[config.mk]
export PLATFORM = sky130hd
export DESIGN_NAME = lfsr_share_ctrl
export DESIGN_NICKNAME = d
export VERILOG_FILES = /design/src/rtl/lfsr_share_ctrl.sv
export SDC_FILE = /design/constraint.sdc
export NUM_CORES = 1
export LEC_CHECK = 0
export ABC_AREA = 1
export ABC_CLOCK_PERIOD_IN_PS = 3100
export CAP_MARGIN = 20
export CELL_PAD_IN_SITES_DETAIL_PLACEMENT = 0
export CELL_PAD_IN_SITES_GLOBAL_PLACEMENT = 2
export CORE_MARGIN = 4
export CORE_UTILIZATION = 30
export CTS_BUF_LIST = sky130_fd_sc_hd__clkbuf_16
export DETAILED_ROUTE_END_ITERATION = 6
export GPL_TIMING_DRIVEN = 0
export PLACE_DENSITY_LB_ADDON = 0.1
export REMOVE_ABC_BUFFERS = 1
export SETUP_SLACK_MARGIN = 0.4
export SYNTH_ARGS = -nofsm -noshare
export SYNTH_HDL_FRONTEND = slang
export SYNTH_SLANG_ARGS = --single-unit
export TNS_END_PERCENT = 1
[constraint.sdc]
create_clock -name clock -period 3.1 [get_ports clock]
set_clock_uncertainty 0.1 [all_clocks]
set_input_delay 0.62 -clock clock [delete_from_list [all_inputs] [get_ports clock]]
set_output_delay 0.62 -clock clock [all_outputs]
set_load 0.1 [all_outputs]
[src/rtl/lfsr_share_ctrl.sv]
// lfsr_share_ctrl: one 13-bit Fibonacci LFSR shared by NREQ requesters.
// A refresh interval of REFRESH shifts separates grants; each grant
// delivers one registered random word on rnd_out.
// Ports: clock, reset (async, active high), enable (global run),
//   req[NREQ] (level requests), seed_load/seed_val (reseed),
//   gnt[NREQ] (one-hot pulse), rnd_out[13], ready (in READY state).
// Option: define LFSR_SHARE_RR_EN for round-robin arbitration;
//   without it req[0] has fixed highest priority.
module lfsr_share_ctrl #(
    parameter int          NREQ    = 4,
    parameter int          REFRESH = 13,
    parameter logic [12:0] SEED    = 13'h000F
) (
    input  logic            clock,
    input  logic            reset,
    input  logic            enable,
    input  logic [NREQ-1:0] req,
    input  logic            seed_load,
    input  logic [12:0]     seed_val,
    output logic [NREQ-1:0] gnt,
    output logic [12:0]     rnd_out,
    output logic            ready
);

    localparam int PW = $clog2(NREQ);

    typedef enum logic {
        REFILL = 1'b0,
        READY  = 1'b1
    } st_t;

    st_t             st_q, st_d;
    logic [12:0]     lfsr_q, lfsr_d;
    logic [12:0]     rnd_q, rnd_d;
    logic [3:0]      cnt_q, cnt_d;
    logic [NREQ-1:0] gnt_q, gnt_d;
    logic [PW-1:0]   ptr_q;

    logic            fb;
    logic [12:0]     lfsr_nxt;
    logic            hit;
    logic [PW-1:0]   win;
    logic [PW:0]     scan;

`ifdef LFSR_SHARE_RR_EN
    logic [PW-1:0]   ptr_d;
`else
    // Fixed priority: search always starts at requester 0.
    assign ptr_q = '0;
`endif

    assign fb       = lfsr_q[12] ^ lfsr_q[3] ^ lfsr_q[2] ^ lfsr_q[0];
    assign lfsr_nxt = {lfsr_q[11:0], fb};

    // Search upward from ptr_q with wrap; first set req wins.
    always_comb begin
        hit  = 1'b0;
        win  = '0;
        scan = '0;
        for (int k = 0; k < NREQ; k++) begin
            scan = {1'b0, ptr_q} + (PW+1)'(k);
            if (scan >= (PW+1)'(NREQ)) begin
                scan = scan - (PW+1)'(NREQ);
            end
            if (!hit && req[scan[PW-1:0]]) begin
                hit = 1'b1;
                win = scan[PW-1:0];
            end
        end
    end

    always_comb begin
        st_d   = st_q;
        lfsr_d = lfsr_q;
        rnd_d  = rnd_q;
        cnt_d  = cnt_q;
        gnt_d  = '0;
`ifdef LFSR_SHARE_RR_EN
        ptr_d  = ptr_q;
`endif
        if (seed_load) begin
            // Zero would lock the LFSR, so fall back to the default seed.
            lfsr_d = (seed_val == 13'h0) ? 13'h000F : seed_val;
            cnt_d  = 4'd0;
            st_d   = REFILL;
        end else if (enable) begin
            lfsr_d = lfsr_nxt;
            unique case (st_q)
                REFILL: begin
                    if (cnt_q == 4'(REFRESH-1)) begin
                        st_d  = READY;
                        cnt_d = 4'd0;
                    end else begin
                        cnt_d = cnt_q + 4'd1;
                    end
                end
                READY: begin
                    if (hit) begin
                        gnt_d[win] = 1'b1;
                        rnd_d      = lfsr_q;
                        st_d       = REFILL;
`ifdef LFSR_SHARE_RR_EN
                        if (win == PW'(NREQ-1)) begin
                            ptr_d = '0;
                        end else begin
                            ptr_d = win + PW'(1);
                        end
`endif
                    end
                end
                default: begin
                    st_d = REFILL;
                end
            endcase
        end
    end

    always_ff @(posedge clock or posedge reset) begin
        if (reset) begin
            st_q   <= REFILL;
            lfsr_q <= SEED;
            rnd_q  <= 13'h0;
            cnt_q  <= 4'd0;
            gnt_q  <= '0;
`ifdef LFSR_SHARE_RR_EN
            ptr_q  <= '0;
`endif
        end else begin
            st_q   <= st_d;
            lfsr_q <= lfsr_d;
            rnd_q  <= rnd_d;
            cnt_q  <= cnt_d;
            gnt_q  <= gnt_d;
`ifdef LFSR_SHARE_RR_EN
            ptr_q  <= ptr_d;
`endif
        end
    end

    assign gnt     = gnt_q;
    assign rnd_out = rnd_q;
    assign ready   = (st_q == READY);

endmodule

==> flow_metrics.env, run 1 <==
export IMPL_max_clock_path_buffers=2
export IMPL_floorplan_initialDensity_pct=31.7
export IMPL_power_switching_fraction_pct=29.0
export IMPL_ys_dominant_reg_cell="dfrtp_1"
export IMPL_antenna_found_initial=0
export IMPL_postCtsHoldBufs=0
export IMPL_worst_ir_drop_on_vdd_mv=0.210
export IMPL_seq_area_frac_synth_pct=53.4
export IMPL_power_report_internal_total_mw=0.863
export IMPL_worst_endpoint_required_ns=2.38
export IMPL_clk_transition_reported_paths_ns=0.05
export IMPL_synth_seq_cells=35
export IMPL_tritoncts="done"
export IMPL_fmax_ghz=0.384
export IMPL_critical_path_cell_list="clkdlybuf4s50_1"
export IMPL_synthCells=202
export IMPL_static_leakage_power_nw=1.07
export IMPL_drt_pass1_iterations=4
export IMPL_die_y_um=82.2
export IMPL_grt_util_all_layers_pct=13.1
export IMPL_timing_final_setup_violations=0
export IMPL_postSynthAreaPerCell_sq_um=8.17
export IMPL_async_reset_ff_share_pct=100
export IMPL_seqPwrFrac_pct=42.8
export IMPL_timing_critical_path_slowest_cell_delay_ns=1.17
export IMPL_cell_count_along_the_critical_path=1
export IMPL_fin_crit_sh_pct=83.9
export IMPL_vias_in_the_first_global_route=1434
export IMPL_routed_wl_um=3940
export IMPL_worstSetupPathType="reg2out"
export IMPL_via_per_inst=4.55
export IMPL_clock_tree_root_cell="clkbuf_16"
export IMPL_die_w_um=82.2
export IMPL_report_final_slew_viol_count=0
export IMPL_clockPowerShare_pct=38.4
export IMPL_dp_hpwl_um=2940
export IMPL_crit_buf_inv=1
export IMPL_port_buffers=38
export IMPL_drive_gt1_share_pct=7.41
export IMPL_power_combinational_fraction_pct=18.9
export IMPL_grt_max_degree=25
export IMPL_globalRouteOverflowTotal=0
export IMPL_drc=0
export IMPL_clk_insertion_delay_late_ns=0.27
export IMPL_netlist_cell_type_count=26
export IMPL_cts_buffers=5
export IMPL_report_final_hold_viol_count=0
export IMPL_outcome="finished, final reports clean"
export IMPL_grt_met3_usage_pct=4.01
export IMPL_routed_via_count=1423
export IMPL_fp_dieArea_sq_mm=0.00675
export IMPL_hold_path_cell_count=2
export IMPL_area_added_between_synthesis_and_finish_pct=36.0
export IMPL_synth_warning_count=0
export IMPL_netlist_area_before_placement_sq_mm=0.00165
export IMPL_insertedDiodeCount=0
export IMPL_cts_sinks=35
export IMPL_fillers=541
export IMPL_worst_hold_path_type="reg2reg"
export IMPL_worst_margin_pin_slew_ns=0.980
export IMPL_maxSlewHeadroom_pct=34.5
export IMPL_drt_antenna_violating_nets=0
export IMPL_multiInputGateArea_sq_um=627
export IMPL_grtUsageMet1_pct=17.0
export IMPL_total_switching_power_mw=0.353
export IMPL_nets=265
export IMPL_powerDensity_mw_per_mm2=542
export IMPL_rsz_0062_raised_after_global_routing="no"
export IMPL_gp_routability_congestion=0.753
export IMPL_core_region_area_sq_mm=0.00520
export IMPL_register_cell_area_after_layout_sq_um=881
export IMPL_grt_busiest_layer="met2"
export IMPL_htreeDepth=2
export IMPL_dominant_delay_contributor_by_cell_family_on_the_critical_path="buffers and inverters"
export IMPL_cp_end_kind="output pin"
export IMPL_worstSetupStartpointType="flip-flop"
export IMPL_routed_wire_length_per_instance_um=12.6
export IMPL_setup_tns_final_ns=0
export IMPL_grt_pass1_wl_um=6680
export IMPL_worst_hold_slack_ns=0.375
export IMPL_globalRouteMet2Util_pct=20.5
export IMPL_postCtsSetupRepairBufs=0
export IMPL_postCtsResizedCells=0
export IMPL_timing_critical_path_slowest_stage_cell="clkdlybuf4s50_1"
export IMPL_ff2ff_path_depth=5
export IMPL_std_cell_rows=26
export IMPL_fin_crit_ns=2.60
export IMPL_arrival_ns=1.88
export IMPL_timing_max_cap_violations=0
export IMPL_critical_path_peak_fanout=5
export IMPL_drt_initial_drc_count=53
export IMPL_top_level_ports=39
export IMPL_synth_edff_count=0
registers in the layout (all words and copies together) (netlist names):
name	count
cnt_q	4
gnt	4
lfsr_q	13
ready	1
rnd_out	13
through the flow:
step	cells	instance area, sq um	util, %	worst slack [ns]	power [mW]
2_1_floorplan	196	1610	-	1.18	0.675
3_3_place_gp	304	2080	39.9	0.270	0.751
3_5_place_dp	305	2100	40.4	0.246	0.759
4_1_cts	313	2240	43.1	0.482	1.23
5_1_grt	313	2240	43.1	0.418	1.28
6_report	313	2240	43.1	0.498	1.22
layout make-up:
class	instances	share of cell area, %
multi-input combinational	134	27.9
tap	70	3.90
sequential	35	39.2
clock inverter	3	0.557
clock buffer	5	5.57
inverter	27	4.63
timing repair buffer	39	18.2
kinds of logic (layout without fill, tap and decap cells):
family,count (synthesis),count (layout),synth area share [%]
AND/OR/NAND/NOR,96,96,23.7
adder cells (fa/ha/maj),2,2,1.52
buffers and inverters,33,74,8.64
AO/OA/AOI/OAI,35,35,12.3
flip-flops,35,35,53.4
XOR/XNOR,1,1,0.531
cells in the final DEF (no fill, tap or decap), types with 2 or more instances in the layout:
cell type	Yosys	routed
dfrtp_1	31	31
nand2_1	56	56
o21ai_1	14	14
ha_1	2	2
inv_2	3	2
a22oi_1	2	2
a21oi_1	3	3
o21ai_0	5	5
dfstp_2	4	4
clkdlybuf4s50_1	0	38
o22ai_1	4	4
a31oi_1	3	3
clkbuf_16	0	5
inv_1	24	26
a221oi_1	2	2
nor2_1	23	23
nand3_1	12	12
synthesized netlist by cell type (3+ instances only):
| cell type | count | share of area [%] |
|---|---|---|
| inv_2 | 3 | 0.68 |
| dfstp_2 | 4 | 6.4 |
| nand3_1 | 12 | 3.6 |
| o22ai_1 | 4 | 1.5 |
| a21oi_1 | 3 | 0.91 |
| dfrtp_1 | 31 | 47 |
| o21ai_0 | 5 | 1.5 |
| o21ai_1 | 14 | 4.2 |
| nand2_1 | 56 | 13 |
| nor2_1 | 23 | 5.2 |
| buf_2 | 3 | 0.91 |
| a31oi_1 | 3 | 1.1 |
| inv_1 | 24 | 5.5 |
worst min-delay path: stages, from the launching register on:
cell and delay [ns]:
dfrtp_1 0.34, nand2_1 0.05, nand2_1 0.05
power by group through the flow:
stage	combinational (mW)	sequential [mW]	clock [mW]
6_report	0.229	0.520	0.467
5_1_grt	0.253	0.526	0.502
4_1_cts	0.232	0.520	0.479
3_5_place_dp	0.231	0.528	0
3_3_place_gp	0.224	0.526	0
2_1_floorplan	0.0852	0.589	0
routing by layer:
| metal | vias up | wire [um] |
|---|---|---|
| met5 | - | 0 |
| met4 | 0 | 46 |
| met3 | 5 | 245 |
| met2 | 33 | 1870 |
| met1 | 658 | 1790 |
| li1 | 727 | - |
worst paths after layout:
path                                         from                endpoint  slack (ns)
hold / removal             rnd_out[5]$_DFFE_PP0P_  rnd_out[5]$_DFFE_PP0P_        0.38
min in group asynchronous                   reset  rnd_out[6]$_DFFE_PP0P_        0.69
setup reg to reg                ready$_DFFE_PP0P_  rnd_out[0]$_DFFE_PP0P_        1.67
max in group asynchronous                   reset   lfsr_q[0]$_DFFE_PP1P_        1.58
setup / recovery                ready$_DFFE_PP0P_                   ready        0.50
hold reg to reg            rnd_out[5]$_DFFE_PP0P_  rnd_out[5]$_DFFE_PP0P_        0.38
Power figures use the tool's default switching activity.
==> run 2: changes to the inputs <==
- ABC_CLOCK_PERIOD_IN_PS: 3100 -> 2700
- CORE_UTILIZATION: 30 -> 28
- clock period: 3.1 -> 2.7 ns (I/O delays scaled with it)
==> run 2 against run 1 <==
Sequential cell count did not move. Cell area fell by 1.1%. Die area rose by 6.4%. Critical path depth did not move.
==> flow_metrics.env, run 2 (synthesis results as in run 1) <==
export IMPL_final_area_sq_mm=0.00222
export IMPL_drc=0
export IMPL_via_per_inst=4.43
export IMPL_antenna_found_initial=0
export IMPL_worst_endpoint_required_ns=2.06
export IMPL_worstSetupStartpointType="flip-flop"
export IMPL_std_cell_rows=27
export IMPL_area_added_between_synthesis_and_finish_pct=34.6
export IMPL_total_power_mw=1.39
export IMPL_static_leakage_power_nw=1.08
export IMPL_pre_cts_ws_ns=-0.0800
export IMPL_worst_hold_slack_ns=0.366
export IMPL_drt_antenna_violating_nets=0
export IMPL_maxSlewHeadroom_pct=34.7
export IMPL_globalRouteOverflowTotal=0
export IMPL_grt_pass1_wl_um=6800
export IMPL_floorplan_initialDensity_pct=29.4
export IMPL_clockPowerShare_pct=38.7
export IMPL_crit_buf_inv=1
export IMPL_cp_end_kind="output pin"
export IMPL_drive_gt1_share_pct=7.02
export IMPL_power_combinational_fraction_pct=18.4
export IMPL_layout_cells_non_filler=314
export IMPL_timing_critical_path_slowest_cell_delay_ns=1.13
export IMPL_final_core_util_pct=39.6
export IMPL_drt_initial_drc_count=56
export IMPL_arrival_ns=1.76
export IMPL_cts_buffers=5
export IMPL_postCtsSetupRepairBufs=0
export IMPL_power_switching_fraction_pct=29.2
export IMPL_least_setup_slack_across_all_paths_after_layout_ns=0.304
export IMPL_critical_path_peak_fanout=2
export IMPL_place_detailed_instances=306
export IMPL_critical_path_cell_list="clkdlybuf4s50_1"
export IMPL_commonest_cells_after_routing_fill_and_taps_aside="nand2_1, clkdlybuf4s50_1, dfrtp_1"
export IMPL_total_switching_power_mw=0.406
export IMPL_htreeDepth=2
export IMPL_grt_met3_usage_pct=5.10
export IMPL_timing_critical_path_slowest_stage_cell="clkdlybuf4s50_1"
export IMPL_globalRouteMet2Util_pct=18.1
export IMPL_fin_crit_sh_pct=88.8
export IMPL_timing_max_cap_violations=0
export IMPL_postCtsHoldBufs=0
export IMPL_nets=264
export IMPL_port_buffers=38
export IMPL_placed_cell_area_sq_mm=0.00208
export IMPL_vias_in_the_first_global_route=1378
export IMPL_setup_tns_final_ns=0
export IMPL_layout_cells_most_common="nand2_1"
export IMPL_worst_hold_path_type="reg2reg"
export IMPL_seqPwrFrac_pct=42.9
export IMPL_outcome="finished, final reports clean"
export IMPL_worst_margin_pin_slew_ns=0.977
export IMPL_dominant_delay_contributor_by_cell_family_on_the_critical_path="buffers and inverters"
export IMPL_clock_tree_root_cell="clkbuf_16"
export IMPL_routed_via_count=1391
export IMPL_grt_busiest_layer="met2"
export IMPL_grtUsageMet1_pct=15.6
export IMPL_report_final_slew_viol_count=0
export IMPL_routed_wl_um=4030
export IMPL_die_w_um=84.8
export IMPL_fmax_ghz=0.417
export IMPL_routed_wire_length_per_instance_um=12.8
export IMPL_die_y_um=84.8
export IMPL_power_report_internal_total_mw=0.985
export IMPL_core_region_area_sq_mm=0.00561
export IMPL_cts_sinks=35
export IMPL_report_final_hold_viol_count=0
export IMPL_tritoncts="done"
export IMPL_timing_final_setup_violations=0
export IMPL_max_clock_path_buffers=2
export IMPL_drt_pass1_iterations=4
export IMPL_worstSetupPathType="reg2out"
export IMPL_clk_transition_reported_paths_ns=0.05
export IMPL_rsz_0062_raised_after_global_routing="yes"
export IMPL_grt_util_all_layers_pct=12.0
export IMPL_dp_hpwl_um=2860
export IMPL_fin_crit_ns=2.40
export IMPL_fp_dieArea_sq_mm=0.00719
export IMPL_insertedDiodeCount=0
export IMPL_top_level_ports=39
export IMPL_worst_ir_drop_on_vdd_mv=0.251
export IMPL_grt_max_degree=36
export IMPL_clk_insertion_delay_late_ns=0.28
export IMPL_gp_routability_congestion=0.747
export IMPL_powerDensity_mw_per_mm2=627
-- run 2: worst paths after layout --
kind / from / to / slack (ns) / depth (start not counted)
setup / recovery: rnd_out[11]$_DFFE_PP0P_ / rnd_out[11] / 0.30 / 1
min in group asynchronous: reset / rnd_out[9]$_DFFE_PP0P_ / 0.61 / 2
hold / removal: rnd_out[8]$_DFFE_PP0P_ / rnd_out[8]$_DFFE_PP0P_ / 0.37 / 2
setup reg to reg: ready$_DFFE_PP0P_ / rnd_out[7]$_DFFE_PP0P_ / 1.28 / 5
hold reg to reg: rnd_out[8]$_DFFE_PP0P_ / rnd_out[8]$_DFFE_PP0P_ / 0.37 / 2
max in group asynchronous: reset / rnd_out[1]$_DFFE_PP0P_ / 1.40 / 2
-- run 2: timing repair --
action                                  4_1_cts  5_1_grt
endpoints found under the setup margin       35       39
gates resized for setup                       1        3
pin swaps                                     0        0
-- run 2: final cells by class --
type / count / area, sq um
clock buffer: 5 / 125
clock inverter: 3 / 11.3
fill: 613 / 3390
inverter: 27 / 103
multi-input combinational: 134 / 627
sequential: 35 / 881
tap: 72 / 90.1
timing repair buffer: 38 / 384
-- run 2: power groups by stage --
stage	registers [mW]	logic, mW	clock network (mW)
2_1_floorplan	0.677	0.0978	0
4_1_cts	0.598	0.261	0.555
6_report	0.597	0.256	0.539
3_3_place_gp	0.606	0.261	0
3_5_place_dp	0.607	0.260	0
5_1_grt	0.604	0.282	0.590
-- run 2: per-layer routing --
layer / wire length (um) / vias up
met3: 267 / 6
met2: 1750 / 30
met5: 0 / -
li1: - / 727
met4: 55 / 0
met1: 1960 / 628
==> run 3: changes to the inputs <==
- CAP_MARGIN: 20 -> unset
- SLEW_MARGIN: unset -> 10
==> results of run 3 <==
Same layout as run 2: the final DEF is identical, and so are final timing and power.
